==> src/rtl/spi_ram_gen_if.sv <==
// spi_ram_gen command/response bundle.
// Master drives commands and tx_ready; slave returns read data.
interface spi_ram_gen_if #(
  parameter int DATA_W = 8
);
  logic [DATA_W+1:0] din;
  logic              rx_valid;
  logic              tx_ready;
  logic [DATA_W-1:0] dout;
  logic              tx_valid;
  logic              busy;
  logic              err;

  modport master (
    output din, rx_valid, tx_ready,
    input  dout, tx_valid, busy, err
  );

  modport slave (
    input  din, rx_valid, tx_ready,
    output dout, tx_valid, busy, err
  );
endinterface

==> src/rtl/spi_ram_gen.sv <==
// Command-driven RAM with a one-word read handshake.
// Define SPI_RAM_AUTOINC_EN to auto-increment both pointers.
module spi_ram_gen #(
  parameter int DATA_W = 8,
  parameter int ADDR_W = 8
) (
  input logic          clk,
  input logic          rst,
  spi_ram_gen_if.slave bus
);

  typedef enum logic [1:0] {
    IDLE  = 2'd0,
    FETCH = 2'd1,
    HOLD  = 2'd2
  } state_t;

  localparam logic [1:0] OP_WA = 2'b00;
  localparam logic [1:0] OP_WD = 2'b01;
  localparam logic [1:0] OP_RA = 2'b10;
  localparam logic [1:0] OP_RD = 2'b11;

`ifdef SPI_RAM_AUTOINC_EN
  localparam logic [ADDR_W-1:0] INC = ADDR_W'(1);
`else
  localparam logic [ADDR_W-1:0] INC = '0;
`endif

  state_t              state_q, state_d;
  logic [ADDR_W-1:0]   wr_ptr_q, wr_ptr_d;
  logic [ADDR_W-1:0]   rd_ptr_q, rd_ptr_d;
  logic [DATA_W-1:0]   dout_q, dout_d;
  logic                tx_valid_q, tx_valid_d;
  logic                err_q, err_d;
  logic                we;
  logic [DATA_W-1:0]   mem_q [2**ADDR_W];

  logic [1:0]          op;
  logic [DATA_W-1:0]   pl;
  logic                rd_cmd;

  assign op     = bus.din[DATA_W+1:DATA_W];
  assign pl     = bus.din[DATA_W-1:0];
  assign rd_cmd = bus.rx_valid && (op == OP_RD);

  // Next state: read FSM, pointer updates, drop detection.
  // Pointer loads come last so they override the fetch increment.
  always_comb begin
    state_d    = state_q;
    wr_ptr_d   = wr_ptr_q;
    rd_ptr_d   = rd_ptr_q;
    dout_d     = dout_q;
    tx_valid_d = tx_valid_q;
    err_d      = 1'b0;
    we         = 1'b0;
    unique case (state_q)
      IDLE: begin
        if (rd_cmd) state_d = FETCH;
      end
      FETCH: begin
        dout_d     = mem_q[rd_ptr_q];
        rd_ptr_d   = rd_ptr_q + INC;
        tx_valid_d = 1'b1;
        state_d    = HOLD;
      end
      HOLD: begin
        if (tx_valid_q && bus.tx_ready) begin
          tx_valid_d = 1'b0;
          state_d    = IDLE;
        end
      end
      default: state_d = IDLE;
    endcase
    if (rd_cmd && (state_q != IDLE)) err_d = 1'b1;
    if (bus.rx_valid) begin
      unique case (op)
        OP_WA: wr_ptr_d = pl[ADDR_W-1:0];
        OP_WD: begin
          we       = 1'b1;
          wr_ptr_d = wr_ptr_q + INC;
        end
        OP_RA: rd_ptr_d = pl[ADDR_W-1:0];
        default: ;
      endcase
    end
  end

  // Control and data registers with synchronous reset.
  always_ff @(posedge clk) begin
    if (rst) begin
      state_q    <= IDLE;
      wr_ptr_q   <= '0;
      rd_ptr_q   <= '0;
      dout_q     <= '0;
      tx_valid_q <= 1'b0;
      err_q      <= 1'b0;
    end else begin
      state_q    <= state_d;
      wr_ptr_q   <= wr_ptr_d;
      rd_ptr_q   <= rd_ptr_d;
      dout_q     <= dout_d;
      tx_valid_q <= tx_valid_d;
      err_q      <= err_d;
    end
  end

  // Storage array; contents survive reset, writes blocked during it.
  always_ff @(posedge clk) begin
    if (!rst && we) mem_q[wr_ptr_q] <= pl;
  end

  assign bus.dout     = dout_q;
  assign bus.tx_valid = tx_valid_q;
  assign bus.busy     = (state_q != IDLE);
  assign bus.err      = err_q;

endmodule

==> src/flat_wrapper.sv <==
// flat-port wrapper written by rule: the top's interface ports become plain ports
module spi_ram_gen_flat 
#(
  parameter int DATA_W = 8,
  parameter int ADDR_W = 8
)
  (clk, rst, bus_din, bus_rx_valid, bus_tx_ready, bus_dout, bus_tx_valid, bus_busy, bus_err);
  spi_ram_gen_if #(.DATA_W(DATA_W)) bus_i ();
  input logic clk;
  input logic rst;
  input wire logic [$bits(bus_i.din)-1:0] bus_din;
  input wire logic [$bits(bus_i.rx_valid)-1:0] bus_rx_valid;
  input wire logic [$bits(bus_i.tx_ready)-1:0] bus_tx_ready;
  output wire logic [$bits(bus_i.dout)-1:0] bus_dout;
  output wire logic [$bits(bus_i.tx_valid)-1:0] bus_tx_valid;
  output wire logic [$bits(bus_i.busy)-1:0] bus_busy;
  output wire logic [$bits(bus_i.err)-1:0] bus_err;
  assign bus_i.din = bus_din;
  assign bus_i.rx_valid = bus_rx_valid;
  assign bus_i.tx_ready = bus_tx_ready;
  assign bus_dout = bus_i.dout;
  assign bus_tx_valid = bus_i.tx_valid;
  assign bus_busy = bus_i.busy;
  assign bus_err = bus_i.err;
  spi_ram_gen #(.DATA_W(DATA_W), .ADDR_W(ADDR_W)) u_core (.clk(clk), .rst(rst), .bus(bus_i));
endmodule
==> config.mk <==
export PLATFORM = sky130hd
export DESIGN_NAME = spi_ram_gen_flat
export DESIGN_NICKNAME = d
export VERILOG_FILES = /design/src/rtl/spi_ram_gen_if.sv /design/src/rtl/spi_ram_gen.sv /design/src/flat_wrapper.sv
export SDC_FILE = /design/constraint.sdc
export NUM_CORES = 2
export LEC_CHECK = 0
export CORE_MARGIN = 2
export CORE_UTILIZATION = 50
export CTS_CLUSTER_SIZE = 10
export DETAILED_ROUTE_END_ITERATION = 16
export GPL_TIMING_DRIVEN = 0
export PLACE_DENSITY_LB_ADDON = 0.25
export SLEW_MARGIN = 20
export SYNTH_ARGS = -nofsm -noshare
export SYNTH_HDL_FRONTEND = slang
export SYNTH_SLANG_ARGS = --single-unit
==> constraint.sdc <==
create_clock -name clk -period 3.5 [get_ports clk]
set_clock_uncertainty 0.05 [all_clocks]
set_input_delay 0.7 -clock clk [delete_from_list [all_inputs] [get_ports clk]]
set_output_delay 0.7 -clock clk [all_outputs]
set_load 0.05 [all_outputs]
* Word-level counts from Yosys, hierarchy flattened *
Memory sizes are Yosys's and may differ from the RTL's. A register that Yosys moved wholly into a read port is not among the register bits.
Index checks and enable logic that the tools add are counted.

storage, ports and cells
  bits in registers = 20
  output and inout bits = 11
  input bits = 14
  memory bits (read-only) = 0
  latch bits = 0
  memories = 1
  bits in writable memories = 2048
  logic and storage cells = 38

cells by class
  bitwise gates (word level) = 0
  $mul = 0
  eq/ne operators = 7
  shift-type cells = 0
  add/sub/neg operators = 0
  div/mod/pow operators = 0
  $lt $le $gt $ge = 0
  reductions and logical operators = 13
  multiplexer cells = 12

memory list
  name          depth  bits a word  rd ports  clocked after memory_dff  wr ports  line               text
  u_core.mem_q  256    8            1         1                         1         spi_ram_gen.sv:36  logic [DATA_W-1:0] mem_q [2**ADDR_W];

operator list
  cell                  number
  $mux W8               2
  $reduce_and A2 Y1     4
  $eq A2 B2 Y1 const B  3
  $mux W1               6
  $pmux W2 S3           1
  $eq A2 B1 Y1 const B  2
  $logic_and A1 B1 Y1   4
  $logic_not A2 Y1      2
  $mux W2               2
  $ne A2 B1 Y1 const B  2
  $reduce_bool A2 Y1    2
  $pmux W1 S2           1
  $logic_not A1 Y1      1

* Longest topological paths before layout *
  depth in word-level cells = 6
  gate-level depth with buffers = 13
  depth with buffers taken out = 7

* Least setup slack after synthesis *
Ideal clock, no wire load.

  kind = input -> register
  from = in bus_rx_valid
  to = mem u_core.mem_q[102][0], enable pin
  required time = 3.080 ns
  slack = 0.681 ns
  path buffers = 2
  arrival time = 2.399 ns
  cell stages on the path = 6
  setup time = 0.370 ns
  path through = nand2_1 nor3_1 clkbuf_1 nand3_1 clkbuf_1 nor2_1

between the ends
  word-level cells in the longest chain between the ends = 4

RTL lines
  item                           line                text
  start, declared                flat_wrapper.sv:12  input wire logic [$bits(bus_i.rx_valid)-1:0] bus_rx_valid;
  $mux W1                        spi_ram_gen.sv:75   if (bus.rx_valid) begin
  $logic_and A1 B1 Y1            spi_ram_gen.sv:109  if (!rst && we) mem_q[wr_ptr_q] <= pl;
  $mux W1                        spi_ram_gen.sv:109
  $mux W1 (not written as such)  spi_ram_gen.sv:109
  end, declared                  spi_ram_gen.sv:36

Every way passes these cells.

* Worst setup path in the final report *
  from = reg u_core.wr_ptr_q[0]
  to = mem u_core.mem_q[137][0], enable pin

RTL lines
  item                    line               text
  start, declared         spi_ram_gen.sv:30  logic [ADDR_W-1:0] wr_ptr_q, wr_ptr_d;
  start signal, assigned  spi_ram_gen.sv:99  wr_ptr_q <= wr_ptr_d;

No word-level cell before the write port.

==> flow_metrics.py <==
metrics = {
    "status": {
        "status": "finished with violations",
        "violations": "negative setup slack",
    },
    "placement": {
        "dp_slack_ns": -1.669,
        "dp_hpwl_microns": 179200,
        "io_buffers": 24,
        "placedCellCount": 6148,
        "gp_congestion": 1.015,
        "place_area_sq_mm": 0.08473,
    },
    "floorplan": {
        "initial_utilization_pct": 50.31,
        "chipHeight_microns": 405.9,
        "pin_count": 25,
        "die_width_microns": 405.9,
        "fp.coreArea_sq_mm": 0.1606,
        "rows": 147,
        "dieArea_sq_mm": 0.1648,
    },
    "finish": {
        "stdcell_count": 6501,
        "fin_nets": 4262,
        "layout-drive-gt1-share_pct": 27.02,
        "area_delta_synth_final_pct": 15.29,
        "nFillCells": 11620,
        "fin_area_sq_mm": 0.09313,
    },
    "clock_network": {
        "cts.sinks": 2076,
        "cts_tree": "yes",
        "clk_pin_slew_worst_paths_ns": 0.06,
        "clock_path_buffers": 3,
        "numCtsBuffers": 228,
        "clk_latency_ns": 0.88,
        "root_buffer": "clkbuf_16",
        "hold_buffers": 0,
        "cts-htree-levels": 4,
    },
    "route": {
        "dr.first_iter.drc_count": 7930,
        "first_pass_iters": 6,
        "drt_wl_total_microns": 268100,
        "wl_per_cell_microns": 41.25,
        "via_count": 44310,
        "drc_errors": 0,
        "ant_nets": 0,
        "viasPerCell": 6.815,
    },
    "logic_synthesis": {
        "synth.most_common_cell": "edfxtp_1",
        "synth_adder_area_share_pct": 0,
        "synth_top_family_by_area": "multiplexers",
        "synth_xor_area_share_pct": 0,
        "ys_top_cells_by_count": "edfxtp_1 (2048), mux4_2 (405), nor2_1 (326)",
        "synth_area_leader_cell": "edfxtp_1",
        "synth.area.top_cells": "edfxtp_1 (76%), mux4_2 (11%), mux2i_1 (3.1%)",
        "ys_async_sr_fraction_pct": 0,
        "synth_compound_area_share_pct": 3.114,
        "synth_edf_count": 2048,
        "yosysTopAreaCellShare_pct": 76.14,
        "syn_area_sq_mm": 0.08077,
        "yosys_warnings": 0,
        "syn_nets": 3944,
        "avgSynthCellArea_sq_um": 20.55,
        "synth.area.mux_share_pct": 15.01,
        "syn_inst": 3930,
        "ys_types": 59,
        "synthSimpleGateAreaFrac_pct": 3.078,
        "synth-seq-cells": 2076,
        "seq_area_frac_synth_pct": 76.83,
        "synth_ff_type": "edfxtp_1",
    },
    "setup_path": {
        "path_cells": "clkbuf_1, nor2b_1, clkbuf_1, nand3_2, clkbuf_2, buf_16, nor2_2",
        "path_buf_inv": 4,
        "crit_top_cell": "clkbuf_1",
        "rr_endpoint": "u_core.mem_q[137][0]",
        "rrSetupSlack_ns": -0.15,
        "path_max_fanout": 10,
        "cp.required_ns": 3.91,
        "end_kind": "register",
        "r2r_cells": 7,
        "critPathMaxStageDelay_ns": 0.51,
        "critical-path-slowest-cell": "clkbuf_1",
        "critPathArrivalTime_ns": 4.06,
        "worstReg2RegStart": "u_core.wr_ptr_q[0]",
        "crit_family": "buffers and inverters",
        "critPathLaunchType": "register",
        "critical_path_class": "register to register",
    },
    "timing": {
        "fmax_mhz": 274.2,
        "finalMaxSlewViolations": 0,
        "fin_ws_ns": -0.1472,
        "worstMarginPinSlew_ns": 1.215,
        "hold_viol_final": 0,
        "slew-limit-headroom_pct": 18.97,
        "setup-violations-final": 359,
        "min_period_ns": 3.647,
        "rsz0062_at_grt": "true",
        "fin_crit_sh_pct": 104.2,
    },
    "global_route": {
        "overflow": 0,
        "grt_pass1_vias": 42470,
        "grtUsageTotal_pct": 32.77,
        "grt_pass1_wl_microns": 358700,
        "antenna_found_initial": 16,
        "grt_max_degree": 139,
    },
    "power": {
        "swShare_pct": 21.61,
        "power.density_mw_per_mm2": 544.7,
        "vdd_ir_drop_max_mv": 0.5200,
        "seq_power_share_pct": 53.9,
        "p_comb_share_pct": 4.3,
        "p_leak_nw": 27.79,
        "p_clk_share_pct": 41.8,
        "switching_power_w": 0.01096,
        "internal_power_w": 0.03976,
    },
    "min_path": {
        "hold_path_depth": 1,
        "hold_end": "u_core.mem_q[77][1]",
        "hold_class": "input pin to register",
        "min-delay-start": "bus_din[1]",
    },
    "run": {
        "maxCapViolCount": 0,
    },
}
## cell type report
| type | count | area [sq um] | area share (%) |
|---|---|---|---|
| diodes | 4 | 10.01 | 0.01075 |
| plain buffers | 240 | 2298 | 2.468 |
| clock buffers | 299 | 5972 | 6.413 |
| clock inverters | 20 | 340.3 | 0.3654 |
| inverters | 4 | 22.52 | 0.02418 |
| multi-input cells | 1610 | 18280 | 19.63 |
| flip-flops and latches | 2076 | 62060 | 66.64 |
| well taps | 2160 | 2703 | 2.902 |
| repair buffers | 88 | 1443 | 1.549 |
## metrics by stage
step,utilization [%],setup TNS (ns),hold slack [ns],total power [W]
global route,57.99,-9.752,0.07679,0.05167
global placement,52.14,-,0.4184,0.03002
finish,58.00,-19.09,0.09658,0.05073
CTS,57.56,-1.954,0.05407,0.05063
floorplan,-,0,0.3924,0.02867
detailed placement,52.77,-2216.58,0.4301,0.02984
## sequential cells by signal (all words and copies together), names as in the netlist
| register | cells |
|---|---|
| u_core.mem_q | 2048 |
| u_core.bus.tx_valid | 1 |
| u_core.state_q | 2 |
| u_core.wr_ptr_q | 8 |
| u_core.bus.err | 1 |
| u_core.bus.dout | 8 |
| u_core.rd_ptr_q | 8 |
## power groups by stage
stage               Combinational (W)  Clock (W)  Sequential [W]
CTS                           0.00206     0.0212          0.0273
finish                        0.00218     0.0212          0.0273
floorplan                    0.000808          0          0.0279
detailed placement            0.00199          0          0.0278
global placement              0.00188          0          0.0281
global route                  0.00218     0.0222          0.0273
## layer usage
metal / part of all wire, % / GRT usage, % / vias to the layer above
met5: 0.14 / 0.3271 / -
met4: 6.7 / 18.29 / 13
met3: 13 / 9.738 / 651
met2: 45 / 48.18 / 3485
met1: 36 / 44.07 / 23210
li1: - / - / 16950
## cell families after synthesis
kind of cell | Yosys count
AND/OR/NAND/NOR | 582
flip-flops | 2076
multiplexers | 674
buffers and inverters | 244
AO/OA/AOI/OAI | 354
## placed cells by master (no fill, tap or decap), drive strengths merged, types with 16 or more instances in the layout
master and instances:
clkbuf 401, a2111oi 21, edfxtp 2048, o22ai 77
nor2 326, a211oi 38, a21oi 50, buf 207
mux4 424, o21ai 20, nand2 108, clkdlybuf4s50 16
a22oi 49, dfxtp 28, nor3 26, o221ai 45
nand3 50, mux2i 247
## timing repair
item / 4_1_cts / 5_1_grt
hold endpoints to repair: 0 / 0
buffers inserted: 12 / 18
cloned: 0 / 0
endpoints found under the setup margin: 1349 / 1163
pin swaps: 12 / 9
gates resized for setup: 367 / 137
## how the worst max path moves through the flow
stage | cells past startpoint | from | endpoint | slack (ns)
finish | 7 | u_core.wr_ptr_q[0] | u_core.mem_q[137][0] | -0.15
global route | 7 | u_core.wr_ptr_q[0] | u_core.mem_q[61][1] | -0.12
CTS | 8 | bus_rx_valid | u_core.mem_q[213][0] | -0.11
detailed placement | 10 | u_core.rd_ptr_q[2] | u_core.bus.dout[0] | -1.67
global placement | 1 | bus_din[6] | u_core.mem_q[184][6] | -6.06
floorplan | 6 | bus_rx_valid | u_core.mem_q[102][0] | 0.68
Power figures use the tool's default switching activity.
